===== src/rtl/neuron_bus_pkg.sv =====
// Shared types and command encodings for the neuron command bus scheduler.
package neuron_bus_pkg;

    localparam int NB_ADDR_W = 8;
    localparam int NB_CMD_W  = 8;
    localparam int NB_ARG_W  = 16;

    typedef enum logic [2:0] {
        S_IDLE,
        S_CLEAR,
        S_CONFIG,
        S_RUN,
        S_DONE
    } sched_state_t;

    typedef struct packed {
        logic [NB_ADDR_W-1:0] addr;
        logic [NB_CMD_W-1:0]  cmd;
        logic [NB_ARG_W-1:0]  arg;
    } neuron_cmd_t;

    // Reserved top-of-range codes; weight commands occupy 1..n_inputs.
    function automatic logic [31:0] cmd_nop(input int unsigned cmd_w);
        return (32'd1 << cmd_w) - 32'd1;
    endfunction

    function automatic logic [31:0] cmd_clear(input int unsigned cmd_w);
        return (32'd1 << cmd_w) - 32'd3;
    endfunction

    function automatic logic [31:0] cmd_set_delivery_time(input int unsigned n_inputs);
        return n_inputs + 32'd1;
    endfunction

    function automatic logic [31:0] cmd_set_bias(input int unsigned n_inputs);
        return n_inputs + 32'd2;
    endfunction

endpackage


===== src/rtl/neuron_bus_scheduler_fifo.sv =====
// Synchronous first-word-fall-through FIFO of neuron bus commands.
module neuron_cmd_fifo
    import neuron_bus_pkg::*;
#(
    parameter type T     = neuron_cmd_t,
    parameter int  DEPTH = 16,
    localparam int PW    = $clog2(DEPTH),
    localparam int CW    = PW + 1
) (
    input  logic          clk,
    input  logic          rst,
    input  logic          push_i,
    input  T              push_data_i,
    input  logic          pop_i,
    output T              pop_data_o,
    output logic [CW-1:0] count_o,
    output logic          full_o,
    output logic          empty_o
);

    localparam logic [CW-1:0] FULL_CNT = CW'(DEPTH);
    localparam logic [CW-1:0] CNT_ONE  = CW'(1);
    localparam logic [PW-1:0] PTR_ONE  = PW'(1);

    T              mem_q [DEPTH];
    logic [PW-1:0] wr_ptr_q, rd_ptr_q;
    logic [CW-1:0] count_q;
    logic          do_push, do_pop;

    // A push into a full FIFO is legal when a pop frees a slot the same cycle.
    assign do_pop  = pop_i && (count_q != '0);
    assign do_push = push_i && ((count_q != FULL_CNT) || do_pop);

    always_ff @(posedge clk) begin
        if (do_push) begin
            mem_q[wr_ptr_q] <= push_data_i;
        end
    end

    always_ff @(posedge clk) begin
        if (rst) begin
            wr_ptr_q <= '0;
            rd_ptr_q <= '0;
            count_q  <= '0;
        end else begin
            if (do_push) wr_ptr_q <= wr_ptr_q + PTR_ONE;
            if (do_pop)  rd_ptr_q <= rd_ptr_q + PTR_ONE;
            case ({do_push, do_pop})
                2'b10:   count_q <= count_q + CNT_ONE;
                2'b01:   count_q <= count_q - CNT_ONE;
                default: count_q <= count_q;
            endcase
        end
    end

    assign pop_data_o = mem_q[rd_ptr_q];
    assign count_o    = count_q;
    assign full_o     = (count_q == FULL_CNT);
    assign empty_o    = (count_q == '0);

endmodule


===== src/rtl/neuron_bus_scheduler.sv =====
// Sole master of the neuron command bus: buffers host writes, then runs
// clear / config drain / N ticks episodes. NEURON_SCHED_AUTOCLEAR_EN enables the CLEAR cycle.
module neuron_bus_scheduler
    import neuron_bus_pkg::*;
#(
    parameter int ADDR_WIDTH = 8,
    parameter int CMD_WIDTH  = 8,
    parameter int INT_WIDTH  = 8,
    parameter int TICK_WIDTH = 16,
    parameter int FIFO_DEPTH = 16
) (
    input  logic                   clk,
    input  logic                   rst,
    input  logic                   wr_valid,
    output logic                   wr_ready,
    input  logic [ADDR_WIDTH-1:0]  wr_addr,
    input  logic [CMD_WIDTH-1:0]   wr_cmd,
    input  logic [2*INT_WIDTH-1:0] wr_arg,
    output logic                   wr_err,
    input  logic                   start,
    input  logic [TICK_WIDTH-1:0]  run_ticks,
    output logic                   busy,
    output logic                   done,
    output logic [TICK_WIDTH-1:0]  tick_count,
    output logic [ADDR_WIDTH-1:0]  addr,
    output logic [CMD_WIDTH-1:0]   cmd,
    output logic [2*INT_WIDTH-1:0] cmd_arg
);

    localparam int FCW = $clog2(FIFO_DEPTH) + 1;
    localparam logic [CMD_WIDTH-1:0]  CMD_NOP_C   = CMD_WIDTH'(cmd_nop(CMD_WIDTH));
    localparam logic [CMD_WIDTH-1:0]  CMD_CLEAR_C = CMD_WIDTH'(cmd_clear(CMD_WIDTH));
    localparam logic [FCW-1:0]        CFG_ONE     = FCW'(1);
    localparam logic [TICK_WIDTH-1:0] TICK_ONE    = TICK_WIDTH'(1);

    typedef struct packed {
        logic [ADDR_WIDTH-1:0]  addr;
        logic [CMD_WIDTH-1:0]   cmd;
        logic [2*INT_WIDTH-1:0] arg;
    } bus_word_t;

    sched_state_t          state_q, state_d;
    bus_word_t             bus_q, bus_d, fifo_head, wr_word;
    logic [FCW-1:0]        cfg_left_q, cfg_left_d, cfg_src, fifo_count;
    logic [TICK_WIDTH-1:0] ticks_left_q, ticks_left_d, ticks_src;
    logic [TICK_WIDTH-1:0] tick_count_q, tick_count_d;
    logic                  done_q, done_d, wr_err_q;
    logic                  fifo_full, fifo_empty, pop, advance;
    logic                  wr_fire, wr_bad;

    assign wr_fire = wr_valid && wr_ready;
    assign wr_bad  = (wr_cmd == '0) || (wr_cmd == CMD_CLEAR_C) || (wr_cmd == CMD_NOP_C);
    assign wr_word = '{addr: wr_addr, cmd: wr_cmd, arg: wr_arg};

    neuron_cmd_fifo #(
        .T     (bus_word_t),
        .DEPTH (FIFO_DEPTH)
    ) u_fifo (
        .clk         (clk),
        .rst         (rst),
        .push_i      (wr_fire && !wr_bad),
        .push_data_i (wr_word),
        .pop_i       (pop),
        .pop_data_o  (fifo_head),
        .count_o     (fifo_count),
        .full_o      (fifo_full),
        .empty_o     (fifo_empty)
    );

    always_comb begin
        state_d      = state_q;
        cfg_left_d   = cfg_left_q;
        ticks_left_d = ticks_left_q;
        tick_count_d = tick_count_q;
        cfg_src      = cfg_left_q;
        ticks_src    = ticks_left_q;
        bus_d        = '0;
        bus_d.cmd    = CMD_NOP_C;
        done_d       = 1'b0;
        pop          = 1'b0;
        advance      = 1'b0;

        case (state_q)
            S_IDLE: begin
                if (start) begin
                    tick_count_d = '0;
                    cfg_src      = fifo_count;
                    ticks_src    = run_ticks;
`ifdef NEURON_SCHED_AUTOCLEAR_EN
                    state_d      = S_CLEAR;
                    bus_d.cmd    = CMD_CLEAR_C;
                    cfg_left_d   = fifo_count;
                    ticks_left_d = run_ticks;
`else
                    advance      = 1'b1;
`endif
                end
            end
            S_CLEAR, S_CONFIG, S_RUN: advance = 1'b1;
            default: state_d = S_IDLE;
        endcase

        // Zero-length CONFIG/RUN phases fall straight through to the next one.
        if (advance) begin
            if ((cfg_src != '0) && !fifo_empty) begin
                state_d      = S_CONFIG;
                pop          = 1'b1;
                bus_d        = fifo_head;
                cfg_left_d   = cfg_src - CFG_ONE;
                ticks_left_d = ticks_src;
            end else if (ticks_src != '0) begin
                state_d      = S_RUN;
                bus_d        = '0;
                cfg_left_d   = '0;
                ticks_left_d = ticks_src - TICK_ONE;
                tick_count_d = tick_count_d + TICK_ONE;
            end else begin
                state_d      = S_DONE;
                done_d       = 1'b1;
            end
        end
    end

    always_ff @(posedge clk) begin
        if (rst) begin
            state_q      <= S_IDLE;
            bus_q        <= '{addr: '0, cmd: CMD_NOP_C, arg: '0};
            cfg_left_q   <= '0;
            ticks_left_q <= '0;
            tick_count_q <= '0;
            done_q       <= 1'b0;
            wr_err_q     <= 1'b0;
        end else begin
            state_q      <= state_d;
            bus_q        <= bus_d;
            cfg_left_q   <= cfg_left_d;
            ticks_left_q <= ticks_left_d;
            tick_count_q <= tick_count_d;
            done_q       <= done_d;
            wr_err_q     <= wr_fire && wr_bad;
        end
    end

    assign wr_ready   = !fifo_full;
    assign wr_err     = wr_err_q;
    assign busy       = (state_q != S_IDLE);
    assign done       = done_q;
    assign tick_count = tick_count_q;
    assign addr       = bus_q.addr;
    assign cmd        = bus_q.cmd;
    assign cmd_arg    = bus_q.arg;

endmodule


===== config.mk =====
export PLATFORM = sky130hd
export DESIGN_NAME = neuron_bus_scheduler
export DESIGN_NICKNAME = d
export VERILOG_FILES = /design/src/rtl/neuron_bus_pkg.sv /design/src/rtl/neuron_bus_scheduler_fifo.sv /design/src/rtl/neuron_bus_scheduler.sv
export SDC_FILE = /design/constraint.sdc
export NUM_CORES = 1
export LEC_CHECK = 0
export CAP_MARGIN = 20
export CORE_MARGIN = 2
export CORE_UTILIZATION = 30
export DETAILED_ROUTE_END_ITERATION = 6
export HOLD_SLACK_MARGIN = 0.08
export PLACE_DENSITY = 0.45
export SLEW_MARGIN = 5
export SYNTH_ARGS = -nofsm -noshare
export SYNTH_HDL_FRONTEND = slang
export SYNTH_SLANG_ARGS = --single-unit

===== constraint.sdc =====
create_clock -name clk -period 12.9 [get_ports clk]
set_input_delay 1.935 -clock clk [delete_from_list [all_inputs] [get_ports clk]]
set_output_delay 1.935 -clock clk [all_outputs]
set_load 0.01 [all_outputs]

==> results_dict.tcl, run 1 <==
set metrics [dict create \
    max_stage_delay_ns 0.49 \
    synth-edff-count 512 \
    cp_max_fo 42 \
    endpoint_kind "register" \
    synth_area_per_cell_um2 18.6 \
    pin_count 104 \
    worstPathRequired_ns 13.37 \
    wl_per_cell_um 23.8 \
    max_slew.worst_pin.slew_ns 1.00 \
    yosysTopAreaCell "edfxtp_1" \
    core_um2 77700 \
    hpwl_mm 32.8 \
    fin_ws_ns 7.05 \
    drc 0 \
    grt_pass1_wl_mm 87.9 \
    ys_ff_latch 603 \
    worstPathArrival_ns 6.32 \
    numClockSinks 603 \
    synth_flop_cell "edfxtp_1" \
    holdBufCountCts 0 \
    crit_type "primary input to register" \
    grt_max_degree 110 \
    placed_cell_area_um2 26000 \
    ant_nets 0 \
    synth_most_common_cell "edfxtp_1" \
    setup_violations 0 \
    die-area_um2 81000 \
    num_vias 12200 \
    dp_slack_ns 6.47 \
    worst-r2r-cell-count 18 \
    fin_util 0.364 \
    combPwrFrac 0.199 \
    rrSetupSlack_ns 8.42 \
    relSlewSlack 0.334 \
    swShare 0.271 \
    hold_violations 0 \
    netlist_area_um2 23600 \
    power_switching_mw 1.42 \
    hold_path.class "register to register" \
    drive_gt1_frac 0.217 \
    track_usage 0.147 \
    grt_antenna_before_repair 3 \
    cp_cell_sequence "clkdlybuf4s50_1, nor4b_2, buf_4, mux2i_1, ha_1, or4b_1, mux2_4, nand2_1, nor2_1, ha_1, xor2_1, ha_1, nor2b_1, a22oi_1, o22ai_1, nand2b_1, a21oi_1, xnor2_1, nor2_1" \
    drt_wl_total_mm 59.5 \
    cap_violations 0 \
    synth_top_area_frac 0.651 \
    grt_pass1_vias 12800 \
    gp_congestion 0.761 \
    fillers 7196 \
    die_w_um 285 \
    slew_viol_final 0 \
    crit_top_cell "ha_1" \
    hold_ws_ns 0.458 \
    p_leak_nw 8.66 \
    numCtsBuffers 69 \
    final_area_um2 28300 \
    drt-initial-drc-count 891 \
    power_frac_clock 0.362 \
    htreeDepth 3 \
    insertion_delay_ns 0.61 \
    syn_inst 1270 \
    layout.nets 1466 \
    hold_depth 2 \
    slowest_stage "clkdlybuf4s50_1" \
    area_growth_pct 19.6 \
    clock_skew_ns 0.0209 \
    yosysWarnings 0 \
    synthTopCellsByCount "edfxtp_1, mux4_2, dfxtp_1" \
    worstHoldStart "cfg_left_q[4]" \
    max_freq_ghz 0.171 \
    fp.dieH_um 285 \
    totalNegativeSetupSlack_ns 0 \
    cts_resized 0 \
    fp-row-count 102 \
    p_seq_frac 0.438 \
    syn_nets 1333 \
    drt-pass1-iter-count 5 \
    synth_cell_types 61 \
    cts_buffer_depth 3 \
    numPortBuffers 103 \
    overflow 0 \
    r2r_end "u_fifo.count_o[4]" \
    cell_internal_pwr_mw 3.83 \
    cts.clk_slew.worst_paths_ns 0.06 \
    timing.rr.start "state_q[0]" \
    powerDensity_nw_per_um2 186 \
    via_per_inst 4.89 \
    crit_family "simple AND/OR/NAND/NOR gates" \
    post-route-period-util 0.454 \
    critPathBufInv 2 \
    fin_crit_ns 5.85 \
    ir_drop_mv 0.194 \
    min_to "cfg_left_q[4]" \
    start_kind "primary input" \
    post_cts_buffers 0 \
    cts_root_buffer "clkbuf_16" \
    synth_area_leaders "edfxtp_1, mux4_2, dfxtp_1, nor2_1, nand2_1" \
    synth-seq-area-share 0.728 \
    ys_async_sr_fraction 0 \
    status "completed" \
    rsz0062_at_grt "false" \
    initial_core_util 0.304 \
    cts_tree "done" \
]
## worst register-to-register path: stages, from the launching register on
cell and delay (ns):
dfxtp_1 0.38, nor4b_2 0.27, buf_4 0.45, mux2i_1 0.33
ha_1 0.30, or4b_1 0.47, mux2_4 0.31, nand2_1 0.15
nor2_1 0.15, ha_1 0.35, xor2_1 0.18, ha_1 0.19
nor2b_1 0.18, a22oi_1 0.08, o22ai_1 0.14, nand2b_1 0.08
a21oi_1 0.16, xnor2_1 0.14, nor2_1 0.05
## metrics by stage
stage | cells | total power, mW
after global placement | 2372 | 3.41
after floorplan | 1270 | 3.08
after global routing | 2500 | 5.51
after CTS | 2500 | 5.34
after detailed placement | 2372 | 3.42
final | 2501 | 5.26
## routing by layer
layer | part of all wire | vias up | global-route usage
met5 | 0.00045 | - | 0
met4 | 0.015 | 4 | 0.0375
met3 | 0.040 | 72 | 0.0269
met2 | 0.50 | 253 | 0.250
met1 | 0.44 | 6474 | 0.195
li1 | - | 5429 | -
## power by group through the flow
stage / combinational [mW] / sequential, mW / clock [mW]
floorplan: 0.768 / 2.31 / 0
global placement: 1.07 / 2.34 / 0
detailed placement: 1.07 / 2.35 / 0
CTS: 1.07 / 2.31 / 1.96
global route: 1.16 / 2.32 / 2.04
finish: 1.05 / 2.30 / 1.90
## area by class of cell
type,count,area [um^2],share of cell area
Antenna cell,1,2.50,0.0000886
Clock buffer,87,1850,0.0653
Clock inverter,41,363,0.0128
Inverter,7,26.3,0.000930
Multi-Input combinational cell,590,6250,0.221
Sequential cell,603,17200,0.609
Tap cell,1040,1300,0.0461
Timing Repair Buffer,132,1260,0.0445
## worst max-delay path by stage
stage | startpoint | end | slack [ns] | cells after the start
2_1_floorplan | start | u_fifo.count_o[4] | 6.41 | 21
3_3_place_gp | start | u_fifo.count_o[4] | 6.56 | 19
3_5_place_dp | start | u_fifo.count_o[4] | 6.47 | 19
4_1_cts | start | u_fifo.count_o[4] | 7.12 | 19
5_1_grt | start | u_fifo.count_o[4] | 6.65 | 19
6_report | start | u_fifo.count_o[4] | 7.05 | 19
## cell families after synthesis
group / Yosys count / share of synthesized area
AOI/OAI and AO/OA: 102 / 0.0282
xor gates and xnor gates: 25 / 0.00927
adders and majority gates: 11 / 0.00582
buffers and inverters: 77 / 0.0129
DFF: 603 / 0.728
muxes: 172 / 0.158
and+or+nand+nor: 280 / 0.0584
## placed cells by master, fill, tap and decap left out, types with 10 or more instances in the layout
cell / netlist / layout
clkinv_1: 1 / 17
clkinv_2: 0 / 11
xnor2_1: 12 / 12
clkbuf_16: 0 / 70
nor2b_1: 26 / 26
nand3_1: 17 / 16
nand2_1: 69 / 69
mux4_2: 160 / 160
mux2i_1: 11 / 11
nor3_1: 27 / 23
dfxtp_1: 91 / 87
clkbuf_1: 42 / 14
edfxtp_1: 512 / 512
nor4_1: 10 / 10
nor2_1: 73 / 61
nand4_1: 12 / 12
or3_1: 11 / 11
buf_4: 1 / 28
xor2_1: 13 / 13
nor2_4: 0 / 12
a21oi_1: 26 / 26
clkdlybuf4s50_1: 0 / 102
ha_1: 11 / 11
o21ai_0: 28 / 28
## flip-flops by register name, summed over array words and instances, names as in the netlist, named ones only
signal           cells
ticks_left_q        16
done                 1
u_fifo.wr_ptr_q      4
state_q              3
wr_err               1
cmd                  8
addr                 8
u_fifo.count_o       5
cfg_left_q           5
u_fifo.mem_q       512
cmd_arg             16
tick_count          16
u_fifo.rd_ptr_q      4
(Power assumes the default switching activity.)
==> run 2: changes to the inputs <==
Settings changed: PLACE_DENSITY 0.45 to 0.47.
Clock period 12.9 ns to 4.8 ns, I/O delays scaled along.
==> results_dict.tcl, run 2 (synthesized netlist as in run 1, its figures left out) <==
set metrics [dict create \
    status "completed" \
    rsz0062_at_grt "false" \
    fin_util 0.370 \
    track_usage 0.146 \
    relSlewSlack 0.427 \
    pin_count 104 \
    slew_viol_final 0 \
    holdBufCountCts 0 \
    post_cts_buffers 0 \
    drt-initial-drc-count 856 \
    drc 0 \
    grt_antenna_before_repair 3 \
    hold_path.class "register to register" \
    initial_core_util 0.304 \
    timing.rr.start "state_q[0]" \
    largest_reg_flops 512 \
    numClockSinks 603 \
    antenna_cells 0 \
    cts_resized 0 \
    totalNegativeSetupSlack_ns 0 \
    setup_violations 0 \
    grt_use_met1 0.190 \
    hpwl_mm 33.3 \
    rrSetupSlack_ns 0.98 \
    critPathBufInv 3 \
    numCtsBuffers 70 \
    crit_top_cell "buf_4" \
    slowest_stage "clkdlybuf4s50_1" \
    insertion_delay_ns 0.62 \
    worstHoldStart "cfg_left_q[4]" \
    drt_wl_total_mm 58.9 \
    drt-pass1-iter-count 5 \
    cp_max_fo 40 \
    max_freq_ghz 0.248 \
    crit_type "primary input to register" \
    cts_root_buffer "clkbuf_16" \
    cts.clk_slew.worst_paths_ns 0.05 \
    worstPathRequired_ns 5.27 \
    ir_drop_mv 0.241 \
    cp_cell_sequence "clkdlybuf4s50_1, nor4b_4, buf_4, mux2i_1, ha_1, nor2b_1, nand4_1, a222oi_1, buf_4, nor2_2, o2111a_1, a311o_1" \
    grt_busiest_layer "met2" \
    grt_use_met3 0.0273 \
    hold_depth 2 \
    min_to "cfg_left_q[4]" \
    cts_buffer_depth 3 \
    grt_use_met2 0.248 \
    core_um2 77700 \
    clock_skew_ns 0.0453 \
    r2r_end "ticks_left_q[12]" \
    via_per_inst 4.92 \
    drive_gt1_frac 0.231 \
    die-area_um2 81000 \
    fp.dieH_um 285 \
    area_growth_pct 21.8 \
    endpoint_kind "register" \
    die_w_um 285 \
    worst-r2r-cell-count 11 \
    top_register "u_fifo.mem_q" \
    numPortBuffers 103 \
    layout_commonest_cell "edfxtp_1" \
    wl_per_cell_um 23.4 \
    overflow 0 \
    hold_violations 0 \
    layout.nets 1492 \
    gp_congestion 0.779 \
    max_slew.worst_pin.slew_ns 0.856 \
    grt_pass1_wl_mm 87.3 \
    p_leak_nw 8.89 \
    powerDensity_nw_per_um2 501 \
    max_stage_delay_ns 0.53 \
    grt_pass1_vias 13000 \
    ant_nets 0 \
    worstPathArrival_ns 4.51 \
    post-route-period-util 0.840 \
    crit_family "buffers and inverters" \
    grt_max_degree 105 \
    num_vias 12400 \
    fin_crit_ns 4.03 \
    cap_violations 0 \
    start_kind "primary input" \
    htreeDepth 3 \
    cts_tree "done" \
    fp-row-count 102 \
    most-common-layout-cells "edfxtp_1, mux4_2, clkdlybuf4s50_1, dfxtp_1, clkbuf_16" \
]
==> run 2: worst max path at each step <==
| stage | startpoint | to | slack (ns) | depth (start not counted) |
|---|---|---|---|---|
| 6_report | start | ticks_left_q[12] | 0.77 | 12 |
| 5_1_grt | start | u_fifo.count_o[4] | 0.51 | 18 |
| 4_1_cts | start | u_fifo.count_o[4] | 0.79 | 18 |
| 3_5_place_dp | start | u_fifo.count_o[4] | 0.15 | 18 |
| 3_3_place_gp | start | u_fifo.count_o[4] | 0.16 | 18 |
| 2_1_floorplan | start | u_fifo.count_o[4] | 0.05 | 21 |
==> run 2: cell type report <==
class / instances / area, um^2
Multi-Input combinational cell: 590 / 6260
Tap cell: 1040 / 1300
Clock inverter: 28 / 359
Sequential cell: 603 / 17200
Clock buffer: 97 / 1960
Timing Repair Buffer: 157 / 1660
Inverter: 7 / 26.3
Fill cell: 7148 / 48900
==> run 2: worst min-delay path, cell delays in order (launching register included) <==
cell and delay (ns):
dfxtp_1 0.32, nand2_1 0.05, o21ai_0 0.06
==> run 2: layer usage <==
metal	up-vias	wire, um
li1	5471	-
met1	6511	25300
met2	328	29500
met3	100	2770
met4	6	1300
met5	-	34
==> run 2: power by group <==
| part | internal [mW] | total [mW] | switching (mW) |
|---|---|---|---|
| Combinational | 1.43 | 2.89 | 1.45 |
| Clock | 3.16 | 5.30 | 2.14 |
| Sequential | 5.95 | 6.22 | 0.269 |
| Total | 10.5 | 14.4 | 3.87 |
==> run 2: stage by stage <==
stage	worst slack, ns	hold WS [ns]	cell area, um^2	instances	power, mW
2_1_floorplan	0.0493	0.431	23600	1270	8.27
4_1_cts	0.786	0.476	28800	2522	14.6
3_3_place_gp	0.158	0.456	26500	2397	9.24
6_report	0.767	0.478	28800	2522	14.4
3_5_place_dp	0.149	0.472	26500	2397	9.27
5_1_grt	0.507	0.488	28800	2522	15.1
